## config.mk

```make
export PLATFORM = sky130hd
export DESIGN_NAME = if_stage_flat
export DESIGN_NICKNAME = d
export VERILOG_FILES = /design/src/rtl/riscv_pkg.sv /design/src/rtl/if_stage_if.sv /design/src/rtl/fetch_queue.sv /design/src/rtl/if_stage.sv /design/src/flat_wrapper.sv
export SDC_FILE = /design/constraint.sdc
export NUM_CORES = 1
export LEC_CHECK = 0
export BUFFER_PORTS_ARGS = -buffer_cell sky130_fd_sc_hd__buf_4
export CORE_ASPECT_RATIO = 1.25
export CORE_UTILIZATION = 48
export DETAILED_ROUTE_END_ITERATION = 8
export GPL_TIMING_DRIVEN = 0
export PLACE_DENSITY_LB_ADDON = 0.2
export SYNTH_ARGS = -nofsm -noshare
export SYNTH_HDL_FRONTEND = slang
export SYNTH_HIERARCHICAL = 1
export SYNTH_SLANG_ARGS = --single-unit
export TNS_END_PERCENT = 10
```

## constraint.sdc

```tcl
create_clock -name clk -period 10.6 [get_ports clk]
set_input_delay 0.53 -clock clk [delete_from_list [all_inputs] [get_ports clk]]
set_output_delay 0.53 -clock clk [all_outputs]
set_load 0.02 [all_outputs]
```

## src/rtl/riscv_pkg.sv

```systemverilog
// ----------------------------------------------------------------------------
// riscv_pkg : types and constants shared by the instruction fetch stage
// Revision  : 1.0
// ----------------------------------------------------------------------------
`default_nettype none

package riscv_pkg;

  localparam logic [31:0] NOP = 32'h0000_0013;

  typedef struct packed {
    logic [31:0] pc;
    logic [31:0] instr;
    logic        misalign;
  } fetch_entry_t;

  localparam fetch_entry_t EMPTY_ENTRY = '{pc: 32'h0, instr: NOP, misalign: 1'b0};

  typedef enum logic [0:0] {
    FETCH_RUN  = 1'b0,
    FETCH_TRAP = 1'b1
  } fetch_state_t;

endpackage

`default_nettype wire

```

## src/rtl/if_stage_if.sv

```systemverilog
// ----------------------------------------------------------------------------
// if_stage_if : instruction-memory, redirect and decode handshake signals
// Revision    : 1.0
// ----------------------------------------------------------------------------
`default_nettype none

interface if_stage_if;

  logic [31:0] instr_addr_o;
  logic [31:0] instr_data_i;
  logic        redirect_i;
  logic [31:0] redirect_pc_i;
  logic        id_valid_o;
  logic        id_ready_i;
  logic [31:0] id_pc_o;
  logic [31:0] id_instr_o;
  logic        id_misalign_o;

  modport master (
    output instr_addr_o,
    input  instr_data_i,
    input  redirect_i,
    input  redirect_pc_i,
    output id_valid_o,
    input  id_ready_i,
    output id_pc_o,
    output id_instr_o,
    output id_misalign_o
  );

  modport slave (
    input  instr_addr_o,
    output instr_data_i,
    output redirect_i,
    output redirect_pc_i,
    input  id_valid_o,
    output id_ready_i,
    input  id_pc_o,
    input  id_instr_o,
    input  id_misalign_o
  );

endinterface

`default_nettype wire

```

## src/rtl/fetch_queue.sv

```systemverilog
// ----------------------------------------------------------------------------
// fetch_queue : power-of-two FIFO of fetched entries with synchronous flush
// Revision    : 1.0
// ----------------------------------------------------------------------------
`default_nettype none

module fetch_queue
  import riscv_pkg::*;
#(
  parameter int DEPTH = 2
) (
  input  wire logic         clk,
  input  wire logic         rst,
  input  wire logic         push,
  input  wire fetch_entry_t push_entry,
  input  wire logic         pop,
  input  wire logic         flush,
  output logic              full,
  output logic              empty,
  output fetch_entry_t      head
);

  localparam int PTR_W = $clog2(DEPTH);
  localparam int CNT_W = PTR_W + 1;

  logic [PTR_W-1:0] wr_ptr;
  logic [PTR_W-1:0] rd_ptr;
  logic [CNT_W-1:0] count;
  fetch_entry_t     mem [DEPTH];

  assign full  = (count == CNT_W'(DEPTH));
  assign empty = (count == '0);
  assign head  = mem[rd_ptr];

  // Pointers wrap naturally because DEPTH is a power of two.
  always_ff @(posedge clk or posedge rst) begin
    if (rst) begin
      wr_ptr <= '0;
      rd_ptr <= '0;
      count  <= '0;
      for (int i = 0; i < DEPTH; i++) begin
        mem[i] <= EMPTY_ENTRY;
      end
    end else if (flush) begin
      wr_ptr <= '0;
      rd_ptr <= '0;
      count  <= '0;
    end else begin
      if (push) begin
        mem[wr_ptr] <= push_entry;
        wr_ptr      <= wr_ptr + PTR_W'(1);
      end
      if (pop) begin
        rd_ptr <= rd_ptr + PTR_W'(1);
      end
      case ({push, pop})
        2'b10:   count <= count + CNT_W'(1);
        2'b01:   count <= count - CNT_W'(1);
        default: count <= count;
      endcase
    end
  end

endmodule

`default_nettype wire

```

## src/rtl/if_stage.sv

```systemverilog
// ----------------------------------------------------------------------------
// if_stage : fetch PC, fetch state machine and decode-side fetch queue
// Revision : 1.0
// ----------------------------------------------------------------------------
`default_nettype none

module if_stage
  import riscv_pkg::*;
#(
  parameter logic [31:0] RESET_PC    = 32'h0000_0000,
  parameter int          QUEUE_DEPTH = 2
) (
  input  wire logic   clk,
  input  wire logic   rst,
  if_stage_if.master  bus
);

  fetch_state_t state;
  fetch_state_t state_next;
  logic [31:0]  pc_q;
  logic [31:0]  pc_next;
  logic         push;
  logic         pop;
  logic         full;
  logic         empty;
  fetch_entry_t push_entry;
  fetch_entry_t head;

  assign bus.instr_addr_o = pc_q;

  // A redirect discards any handshake in the same cycle.
  assign pop = !empty && bus.id_ready_i && !bus.redirect_i;

  always_comb begin
    state_next = state;
    pc_next    = pc_q;
    push       = 1'b0;
    push_entry = '{pc: pc_q, instr: bus.instr_data_i, misalign: 1'b0};
    if (bus.redirect_i) begin
      state_next = FETCH_RUN;
      pc_next    = bus.redirect_pc_i;
    end else if (state == FETCH_RUN && (!full || pop)) begin
      push = 1'b1;
      if (pc_q[1:0] != 2'b00) begin
        push_entry.instr    = NOP;
        push_entry.misalign = 1'b1;
        state_next          = FETCH_TRAP;
      end else begin
        pc_next = pc_q + 32'd4;
      end
    end
  end

  always_ff @(posedge clk or posedge rst) begin
    if (rst) begin
      state <= FETCH_RUN;
      pc_q  <= RESET_PC;
    end else begin
      state <= state_next;
      pc_q  <= pc_next;
    end
  end

  fetch_queue #(
    .DEPTH (QUEUE_DEPTH)
  ) u_fetch_queue (
    .clk        (clk),
    .rst        (rst),
    .push       (push),
    .push_entry (push_entry),
    .pop        (pop),
    .flush      (bus.redirect_i),
    .full       (full),
    .empty      (empty),
    .head       (head)
  );

  assign bus.id_valid_o    = !empty;
  assign bus.id_pc_o       = head.pc;
  assign bus.id_instr_o    = head.instr;
  assign bus.id_misalign_o = head.misalign;

endmodule

`default_nettype wire

```

## src/flat_wrapper.sv

```systemverilog
// flat-port wrapper written by rule: the top's interface ports become plain ports
module if_stage_flat import riscv_pkg::*;
#(
  parameter logic [31:0] RESET_PC    = 32'h0000_0000,
  parameter int          QUEUE_DEPTH = 2
)
  (clk, rst, bus_instr_addr_o, bus_instr_data_i, bus_redirect_i, bus_redirect_pc_i, bus_id_valid_o, bus_id_ready_i, bus_id_pc_o, bus_id_instr_o, bus_id_misalign_o);
  if_stage_if bus_i ();
  input  wire logic clk;
  input  wire logic rst;
  output wire logic [$bits(bus_i.instr_addr_o)-1:0] bus_instr_addr_o;
  input wire logic [$bits(bus_i.instr_data_i)-1:0] bus_instr_data_i;
  input wire logic [$bits(bus_i.redirect_i)-1:0] bus_redirect_i;
  input wire logic [$bits(bus_i.redirect_pc_i)-1:0] bus_redirect_pc_i;
  output wire logic [$bits(bus_i.id_valid_o)-1:0] bus_id_valid_o;
  input wire logic [$bits(bus_i.id_ready_i)-1:0] bus_id_ready_i;
  output wire logic [$bits(bus_i.id_pc_o)-1:0] bus_id_pc_o;
  output wire logic [$bits(bus_i.id_instr_o)-1:0] bus_id_instr_o;
  output wire logic [$bits(bus_i.id_misalign_o)-1:0] bus_id_misalign_o;
  assign bus_instr_addr_o = bus_i.instr_addr_o;
  assign bus_i.instr_data_i = bus_instr_data_i;
  assign bus_i.redirect_i = bus_redirect_i;
  assign bus_i.redirect_pc_i = bus_redirect_pc_i;
  assign bus_id_valid_o = bus_i.id_valid_o;
  assign bus_i.id_ready_i = bus_id_ready_i;
  assign bus_id_pc_o = bus_i.id_pc_o;
  assign bus_id_instr_o = bus_i.id_instr_o;
  assign bus_id_misalign_o = bus_i.id_misalign_o;
  if_stage #(.RESET_PC(RESET_PC), .QUEUE_DEPTH(QUEUE_DEPTH)) u_core (.clk(clk), .rst(rst), .bus(bus_i));
endmodule
```

Word level (Yosys, flattened, before mapping) --
Index checks and enable logic that the tools add are counted.
Word-level totals: memory bits (read-only) 0, word-level logic and storage cells 68, latch bits 0, output and inout bits 98, input bits 68, bits in writable memories 0, memories 0, bits in registers 167
Operators by class: multiplexer cells 23, add/sub/neg operators 5, div/mod/pow operators 0, multiply operators 0, reductions and logical operators 18, magnitude comparators 3, equality and inequality tests 4, shift-type cells 0, bitwise gates (word level) 4
Operators by type and width (number):
- $mux 65 | 4
- $bwmux 130 | 1
- $mux 33 | 3
- $mux 32 | 3
- $demux 65 s1 | 1
- $add 32x3->32 const B | 1
- $reduce_bool 2->1 | 5
- $mux 1 | 9
- $reduce_and 2->1 | 3
- $eq 2x2->1 const B | 2
- $ge 2x2->1 const B | 2
- $logic_and 1x1->1 | 4
- $not 1->2 | 2
- $pmux 2 s2 | 1
- $logic_not 1->1 | 3
- $reduce_bool 3->1 | 1
- $add 1x1->1 const B | 2
- $add 2x1->2 const B | 1
- $eq 2x1->1 const B | 1
- $logic_not 2->1 | 1
- $lt 2x1->1 const B | 1
- $mux 2 | 1
- $ne 2x2->1 const B | 1
- $not 1->1 | 2
- other kinds (2) | 2

Logic depth before layout (Yosys ltp) --
Gate-level depths: netlist of the first run.
word-level depth 11, gate-level depth with buffers 9, mapped depth without buffers 7

Cells and area by module --
The synthesis of the first run kept the hierarchy.
By module, submodules not included:
- fetch_queue | seq. area each 3360.7 um^2, times used 1, area each 5864.4 um^2, cells each 367
- if_stage | seq. area each 825.8 um^2, times used 1, area each 2374.8 um^2, cells each 280

Worst setup path after synthesis of the first run --
OpenSTA, ideal clock, no wires.
path type in2reg, start input bus_redirect_i, end register u_core/u_fetch_queue/mem[65] (netlist name), buffers on the path 3, data required time 10472 ps, setup slack 8101 ps, setup time 128 ps, data arrival time 2372 ps, stages on the path 8, path through or3b_1 buf_2 a21o_1 nor2_1 nor3b_2 buf_6 buf_8 mux2_1
Between the ends: cells in the longest elaborated chain, start to end 7, elaborated cells on any way between the ends 11, those cells by class 5 x mux; 1 x bitwise; 5 x reduce/logical
Ends and longest elaborated chain:
- from (decl) | line flat_wrapper.sv:13 | input wire logic [$bits(bus_i.redirect_i)-1:0] bus_redirect_i;
- $logic_not 1->1 | line if_stage.sv:32 | assign pop = !empty && bus.id_ready_i && !bus.redirect_i;
- $logic_and 1x1->1 | line if_stage.sv:32
- $logic_or 1x1->1 | line if_stage.sv:42 | end else if (state == FETCH_RUN && (!full || pop)) begin
- $logic_and 1x1->1 | line if_stage.sv:42
- $mux 1 | line if_stage.sv:42
- $mux 1 (*) | line if_stage.sv:39 | if (bus.redirect_i) begin
- net u_core.push | line if_stage.sv:22 | logic push;
- $reduce_and 2->1 (no line) (*)
- to (signal, indexed assignment) | line fetch_queue.sv:50 | mem[wr_ptr] <= push_entry;
- to (decl) | line fetch_queue.sv:29 | fetch_entry_t mem [DEPTH];
The timed path passes the listed nets; every way through them passes the cells marked *. A chain may end at the register's enable or synchronous reset.

==> flow_summary.json, run 1 <==
{
  "status": "finished clean",
  "critPathTopFamily": "simple AND/OR/NAND/NOR gates",
  "path_clk_slew_ps": 60,
  "max_freq_mhz": 305,
  "h-tree-depth": 4,
  "synth_commonest_cells": "dfrtp_1, mux2_2, mux2_1",
  "tightestPinTransition_ps": 1110,
  "vias": 5588,
  "cts_buffers": 17,
  "fillCellCount": 1377,
  "clkSinkCount": 167,
  "initial_utilization_pct": 49.1,
  "gr-total-overflow": 0,
  "synth_cell_type_count": 47,
  "synth_area_mm2": 0.00824,
  "hp-class": "in -> async",
  "fin_cells": 1066,
  "hpwl_um": 13300,
  "place.gp.congestion": 0.798,
  "antenna_found_initial": 0,
  "ys_ff_latch": 167,
  "setup_violations": 0,
  "portBuffers": 165,
  "avgSynthCellArea_um2": 12.7,
  "track_usage_pct": 22.3,
  "fp.dieH_um": 148,
  "die_x_um": 119,
  "worst-path-buf-inv": 2,
  "synthXorXnorAreaFrac_pct": 3.19,
  "synth_flop_cell": "dfrtp_1",
  "worstPathArrival_ps": 3570,
  "yosysMostFrequentCell": "dfrtp_1",
  "synth_top_area_cell": "dfrtp_1",
  "drt-wirelength-per-cell_um": 17.6,
  "ir_drop_mv": 0.148,
  "grt_pass1_vias": 6102,
  "io_pins": 166,
  "seq_area_frac_synth_pct": 50.8,
  "cts.repair.resized": 0,
  "drcViolationCount": 0,
  "finalMaxSlewViolations": 0,
  "clock_latency_ps": 430,
  "grt_pass1_wl_um": 30300,
  "n_antenna_cell": 0,
  "layout-drive-gt1-share_pct": 47.9,
  "num_rows": 53,
  "cap_violations": 0,
  "dieArea_mm2": 0.0177,
  "yosys_warnings": 6,
  "synth_top_family_by_area": "multiplexers",
  "ctsHoldBuffers": 0,
  "tns_ps": 0,
  "ctsRootBufferMaster": "clkbuf_16",
  "routed_wirelength_um": 18800,
  "grt_max_degree": 101,
  "nNetsFinal": 902,
  "critical_path_peak_fanout": 11,
  "period_share_pct": 30.9,
  "skew_ps": 7.16,
  "synth_fa_ha_area_share_pct": 0.152,
  "post-place-cells": 1033,
  "synth-compound-area-share_pct": 3.08,
  "finalCriticalPeriod_ps": 3270,
  "critPathCaptureType": "flip-flop",
  "synth_edf_count": 0,
  "core-area_mm2": 0.0168,
  "areaGrowthSynthToFinish_pct": 26.8,
  "start_kind": "flip-flop",
  "multi_input_area_mm2": 0.00352,
  "async_reset_ff_share_pct": 100,
  "synth.top_cells.by_area": "dfrtp_1, mux2_2, mux2_1",
  "synth.net_count": 716,
  "slowest_stage": "nor3_1",
  "total_leakage_power_nw": 4.79,
  "drtPass1Iterations": 4,
  "cts_max_path_buffers": 2,
  "crit_chain": "nor2_1, or3b_1, buf_2, a21o_1, nor3_1, clkbuf_1, nor2b_1, mux2_1",
  "synth_simple_gate_area_share_pct": 9.29,
  "worstPathRequired_ps": 10900,
  "holdWs_ps": 92.3,
  "hold_viol": 0,
  "p_per_area_mw_per_mm2": 264,
  "path_class": "reg -> reg",
  "slew_headroom_pct": 25.4,
  "cts_tree": "done",
  "synth_top_area_share_pct": 48.9,
  "worst_path_largest_cell_delay_ps": 840,
  "synth_mux_area_share_pct": 27.0,
  "finalPower_mw": 2.75,
  "synthCells": 647,
  "antenna_left": 0,
  "ff_latch_area_mm2": 0.00419,
  "post_cts_buffers": 0,
  "rr_worst_depth": 8,
  "rsz0062_at_grt": "no",
  "drt_iter0_drc": 222,
  "viasPerCell": 5.24,
  "critical_path_depth": 8
}
-- power breakdown --
| group | leakage [nW] | switching (mW) | internal (mW) |
|---|---|---|---|
| Sequential | 2.05 | 0.143 | 0.904 |
| Clock | 0.293 | 0.258 | 0.403 |
| Combinational | 2.45 | 0.493 | 0.552 |
| Total | 4.79 | 0.895 | 1.86 |
-- cell families (layout without fill, tap and decap cells) --
| logic type | after synthesis | after routing |
|---|---|---|
| and+or+nand+nor | 135 | 135 |
| muxes | 198 | 198 |
| DFF | 167 | 167 |
| adders and majority gates | 1 | 1 |
| buffers and inverters | 76 | 275 |
| xor gates and xnor gates | 30 | 30 |
| AOI/OAI and AO/OA | 40 | 40 |
-- cell type report --
| cell class | count | area share, % |
|---|---|---|
| buffer | 64 | 4.63 |
| clock buffer | 19 | 4.24 |
| clock inverter | 13 | 1.84 |
| inverter | 12 | 0.479 |
| multi-input combinational | 404 | 33.7 |
| sequential | 167 | 40.1 |
| tap | 220 | 2.63 |
| timing repair buffer | 167 | 12.4 |
-- path summary, 6_finish.rpt --
path,start,end,slack (ps)
worst max-delay path,u_core/u_fetch_queue/count[0],u_core/u_fetch_queue/mem[92],7330
min in group clk,bus_redirect_pc_i[17],u_core/bus.instr_addr_o[17],320
worst max register to register,u_core/u_fetch_queue/count[0],u_core/u_fetch_queue/mem[92],7330
worst min-delay path,rst,u_core/u_fetch_queue/mem[116],90
max in group asynchronous,rst,u_core/u_fetch_queue/mem[5],9670
worst min register to register,u_core/u_fetch_queue/mem[98],u_core/u_fetch_queue/mem[98],480
-- layer usage --
layer	vias up	global-route usage, %	routed length [µm]
met1	2793	25.8	7640
met5	-	0	0
li1	2607	-	-
met4	0	8.73	361
met2	159	39.5	9860
met3	29	5.33	914
-- layout by cell type, fill, tap and decap left out, drive strengths merged, types with 5 or more instances in the layout --
master	n
nand4	11
buf	221
nor4	7
nor2b	30
dfrtp	161
xnor2	20
nor2	11
inv	13
xor2	10
dfstp	6
clkbuf	29
nand2	35
nand3	10
nor3	10
clkinvlp	5
o21ai	28
mux2	197
-- registers in the layout, indices dropped and copies added, names as in the netlist --
register and cells:
u_core/bus.instr_addr_o 32, u_core/state 1, u_core/u_fetch_queue/count 2, u_core/u_fetch_queue/mem 130, u_core/u_fetch_queue/rd_ptr 1, u_core/u_fetch_queue/wr_ptr 1
-- through the flow --
| step | setup WS, ps | util [%] | instance area (µm²) |
|---|---|---|---|
| 2_1_floorplan | 6500 | - | 8240 |
| 3_3_place_gp | 5170 | 58.1 | 9750 |
| 3_5_place_dp | 7080 | 58.3 | 9790 |
| 4_1_cts | 7260 | 62.1 | 10400 |
| 5_1_grt | 7130 | 62.3 | 10400 |
| 6_report | 7330 | 62.3 | 10400 |
No activity file was read; power rests on OpenSTA's default activity.
==> inputs of run 2 (changes only) <==
==> constraint.sdc (replaced) <==
create_clock -name clk -period 2.8 [get_ports clk]
set_input_delay 0.14 -clock clk [delete_from_list [all_inputs] [get_ports clk]]
set_output_delay 0.14 -clock clk [all_outputs]
set_load 0.02 [all_outputs]
==> run 2 against run 1 <==
Largest cell class unchanged; non-clock buffer count increased by 36; first-iteration DRC count is 12% higher; cell area up 3.8%; utilization grew 2.4 points; flip-flop and latch count unchanged; highest routed layer unchanged; wire length rose by 0.47%; critical endpoint is now u_core/u_fetch_queue/mem[112]; sequential power rose to 3.8 times the previous value; largest power group is now combinational cells; global-route usage hardly changed; power rose to 3.8 times the previous value; critical path depth is 1 higher.
==> flow_summary.json, run 2 (synthesis results as in run 1) <==
{
  "status": "finished clean",
  "drtPass1Iterations": 4,
  "initial_utilization_pct": 49.1,
  "stdcell_area_mm2": 0.0108,
  "crit_chain": "nor2_1, or3b_1, buf_2, a21o_1, nor2_2, nor3b_2, buf_6, buf_8, mux2_1",
  "final_cell_mix": "buf_4, dfrtp_1, mux2_2",
  "path_class": "reg -> reg",
  "max_freq_mhz": 375,
  "dieArea_mm2": 0.0177,
  "placed_area_mm2": 0.00982,
  "die_x_um": 119,
  "routed_wirelength_um": 18900,
  "h-tree-depth": 4,
  "skew_ps": 7.55,
  "fp.dieH_um": 148,
  "post-place-cells": 1035,
  "hpwl_um": 13400,
  "viasPerCell": 5.20,
  "portBuffers": 165,
  "post-route-util_pct": 64.6,
  "drcViolationCount": 0,
  "track_usage_pct": 22.3,
  "fin_cells": 1102,
  "slowest_stage": "dfrtp_1",
  "fillCellCount": 1310,
  "period_share_pct": 95.1,
  "worstPathRequired_ps": 3100,
  "drt_iter0_drc": 249,
  "setup_violations": 0,
  "areaGrowthSynthToFinish_pct": 31.6,
  "cap_violations": 0,
  "clkSinkCount": 167,
  "n_antenna_cell": 0,
  "critPathTopFamily": "simple AND/OR/NAND/NOR gates",
  "drt-wirelength-per-cell_um": 17.1,
  "critPathCaptureType": "flip-flop",
  "hold_viol": 0,
  "finalMaxSlewViolations": 0,
  "multi_input_area_mm2": 0.00354,
  "final_common_cell": "buf_4",
  "total_leakage_power_nw": 4.98,
  "worst_path_largest_cell_delay_ps": 430,
  "grt_max_degree": 47,
  "cts_buffers": 17,
  "cts_max_path_buffers": 2,
  "holdWs_ps": 51.3,
  "num_rows": 53,
  "ir_drop_mv": 0.547,
  "largest_register_ffs": 130,
  "ctsRootBufferMaster": "clkbuf_16",
  "ff_latch_area_mm2": 0.00419,
  "place.gp.congestion": 0.795,
  "worstPathArrival_ps": 2960,
  "hp-class": "in -> reg",
  "tightestPinTransition_ps": 712,
  "p_per_area_mw_per_mm2": 965,
  "finalPower_mw": 10.5,
  "nNetsFinal": 938,
  "finalCriticalPeriod_ps": 2660,
  "clock_latency_ps": 420,
  "core-area_mm2": 0.0168,
  "layout-drive-gt1-share_pct": 46.8,
  "cts_tree": "done",
  "antenna_found_initial": 0,
  "grt_pass1_vias": 6075,
  "gr-total-overflow": 0,
  "start_kind": "flip-flop",
  "largest_register": "u_core/u_fetch_queue/mem",
  "vias": 5732,
  "grt_pass1_wl_um": 30600,
  "post_cts_buffers": 0,
  "path_clk_slew_ps": 60,
  "slew_headroom_pct": 52.6,
  "rsz0062_at_grt": "no",
  "antenna_left": 0,
  "io_pins": 166,
  "critical_path_peak_fanout": 10,
  "worst-path-buf-inv": 3
}
[run 2: cell types whose count changed in the layout (fill, tap and decap cells not counted), moves of 2 or more]
cell,before,now
clkbuf_1,11,8
inv_6,4,1
clkbuf_2,0,3
dlygate4sd3_1,0,34
buf_12,0,2
clkinvlp_4,5,3
clkinv_2,0,4
[run 2: stage by stage]
| step | TNS (ps) | setup slack, ps |
|---|---|---|
| 2_1_floorplan | 0 | 408 |
| 3_3_place_gp | -18380 | -457 |
| 3_5_place_dp | -22740 | -546 |
| 4_1_cts | 0 | 1.62 |
| 5_1_grt | 0 | 1.46 |
| 6_report | 0 | 136 |
[run 2: repair_timing]
action | CTS | global route
hold endpoints to repair | 60 | 0
gates cloned | 0 | 0
resized for setup | 3 | 6
endpoints found under the setup margin | 61 | 110
pin swaps | 0 | 0
hold buffers | 34 | 0
[run 2: per-layer routing]
metal  GRT usage, %  vias up  share of wire (%)
met4           6.52        0               0.80
met1           27.0     2889                 41
li1               -     2681                  -
met5              0        -                  0
met3           4.29       11                4.3
met2           40.1      151                 54
[run 2: path summary, 6_finish.rpt]
check / depth (start not counted) / slack (ps) / startpoint / end
worst max register to register: 9 / 140 / u_core/u_fetch_queue/count[0] / u_core/u_fetch_queue/mem[112]
worst min register to register: 1 / 480 / u_core/u_fetch_queue/mem[94] / u_core/u_fetch_queue/mem[94]
max in group asynchronous: 5 / 1590 / rst / u_core/u_fetch_queue/mem[22]
worst max-delay path: 9 / 140 / u_core/u_fetch_queue/count[0] / u_core/u_fetch_queue/mem[112]
min in group asynchronous: 3 / 350 / rst / u_core/bus.instr_addr_o[23]
worst min-delay path: 3 / 50 / bus_instr_data_i[0] / u_core/u_fetch_queue/mem[66]
[run 2: cell type report]
type | count | share of cell area (%)
clock inverter | 12 | 1.59
clock buffer | 20 | 4.21
timing repair buffer | 203 | 15.4
multi-input combinational | 404 | 32.7
sequential | 167 | 38.6
tap | 220 | 2.54
inverter | 12 | 0.450
buffer | 64 | 4.50
[run 2: worst reg2reg max path, delay by kind of cell (launching register included)]
kind	cells	cell delay (ps)
AOI/OAI and AO/OA	1	230
DFF	1	430
muxes	1	350
and+or+nand+nor	4	970
buffers and inverters	3	570
[run 2: power breakdown]
part	internal (mW)	leakage (nW)	switching, mW
Sequential	3.42	2.05	0.548
Clock	1.54	0.306	0.928
Combinational	2.13	2.62	1.89
Total	7.09	4.98	3.37
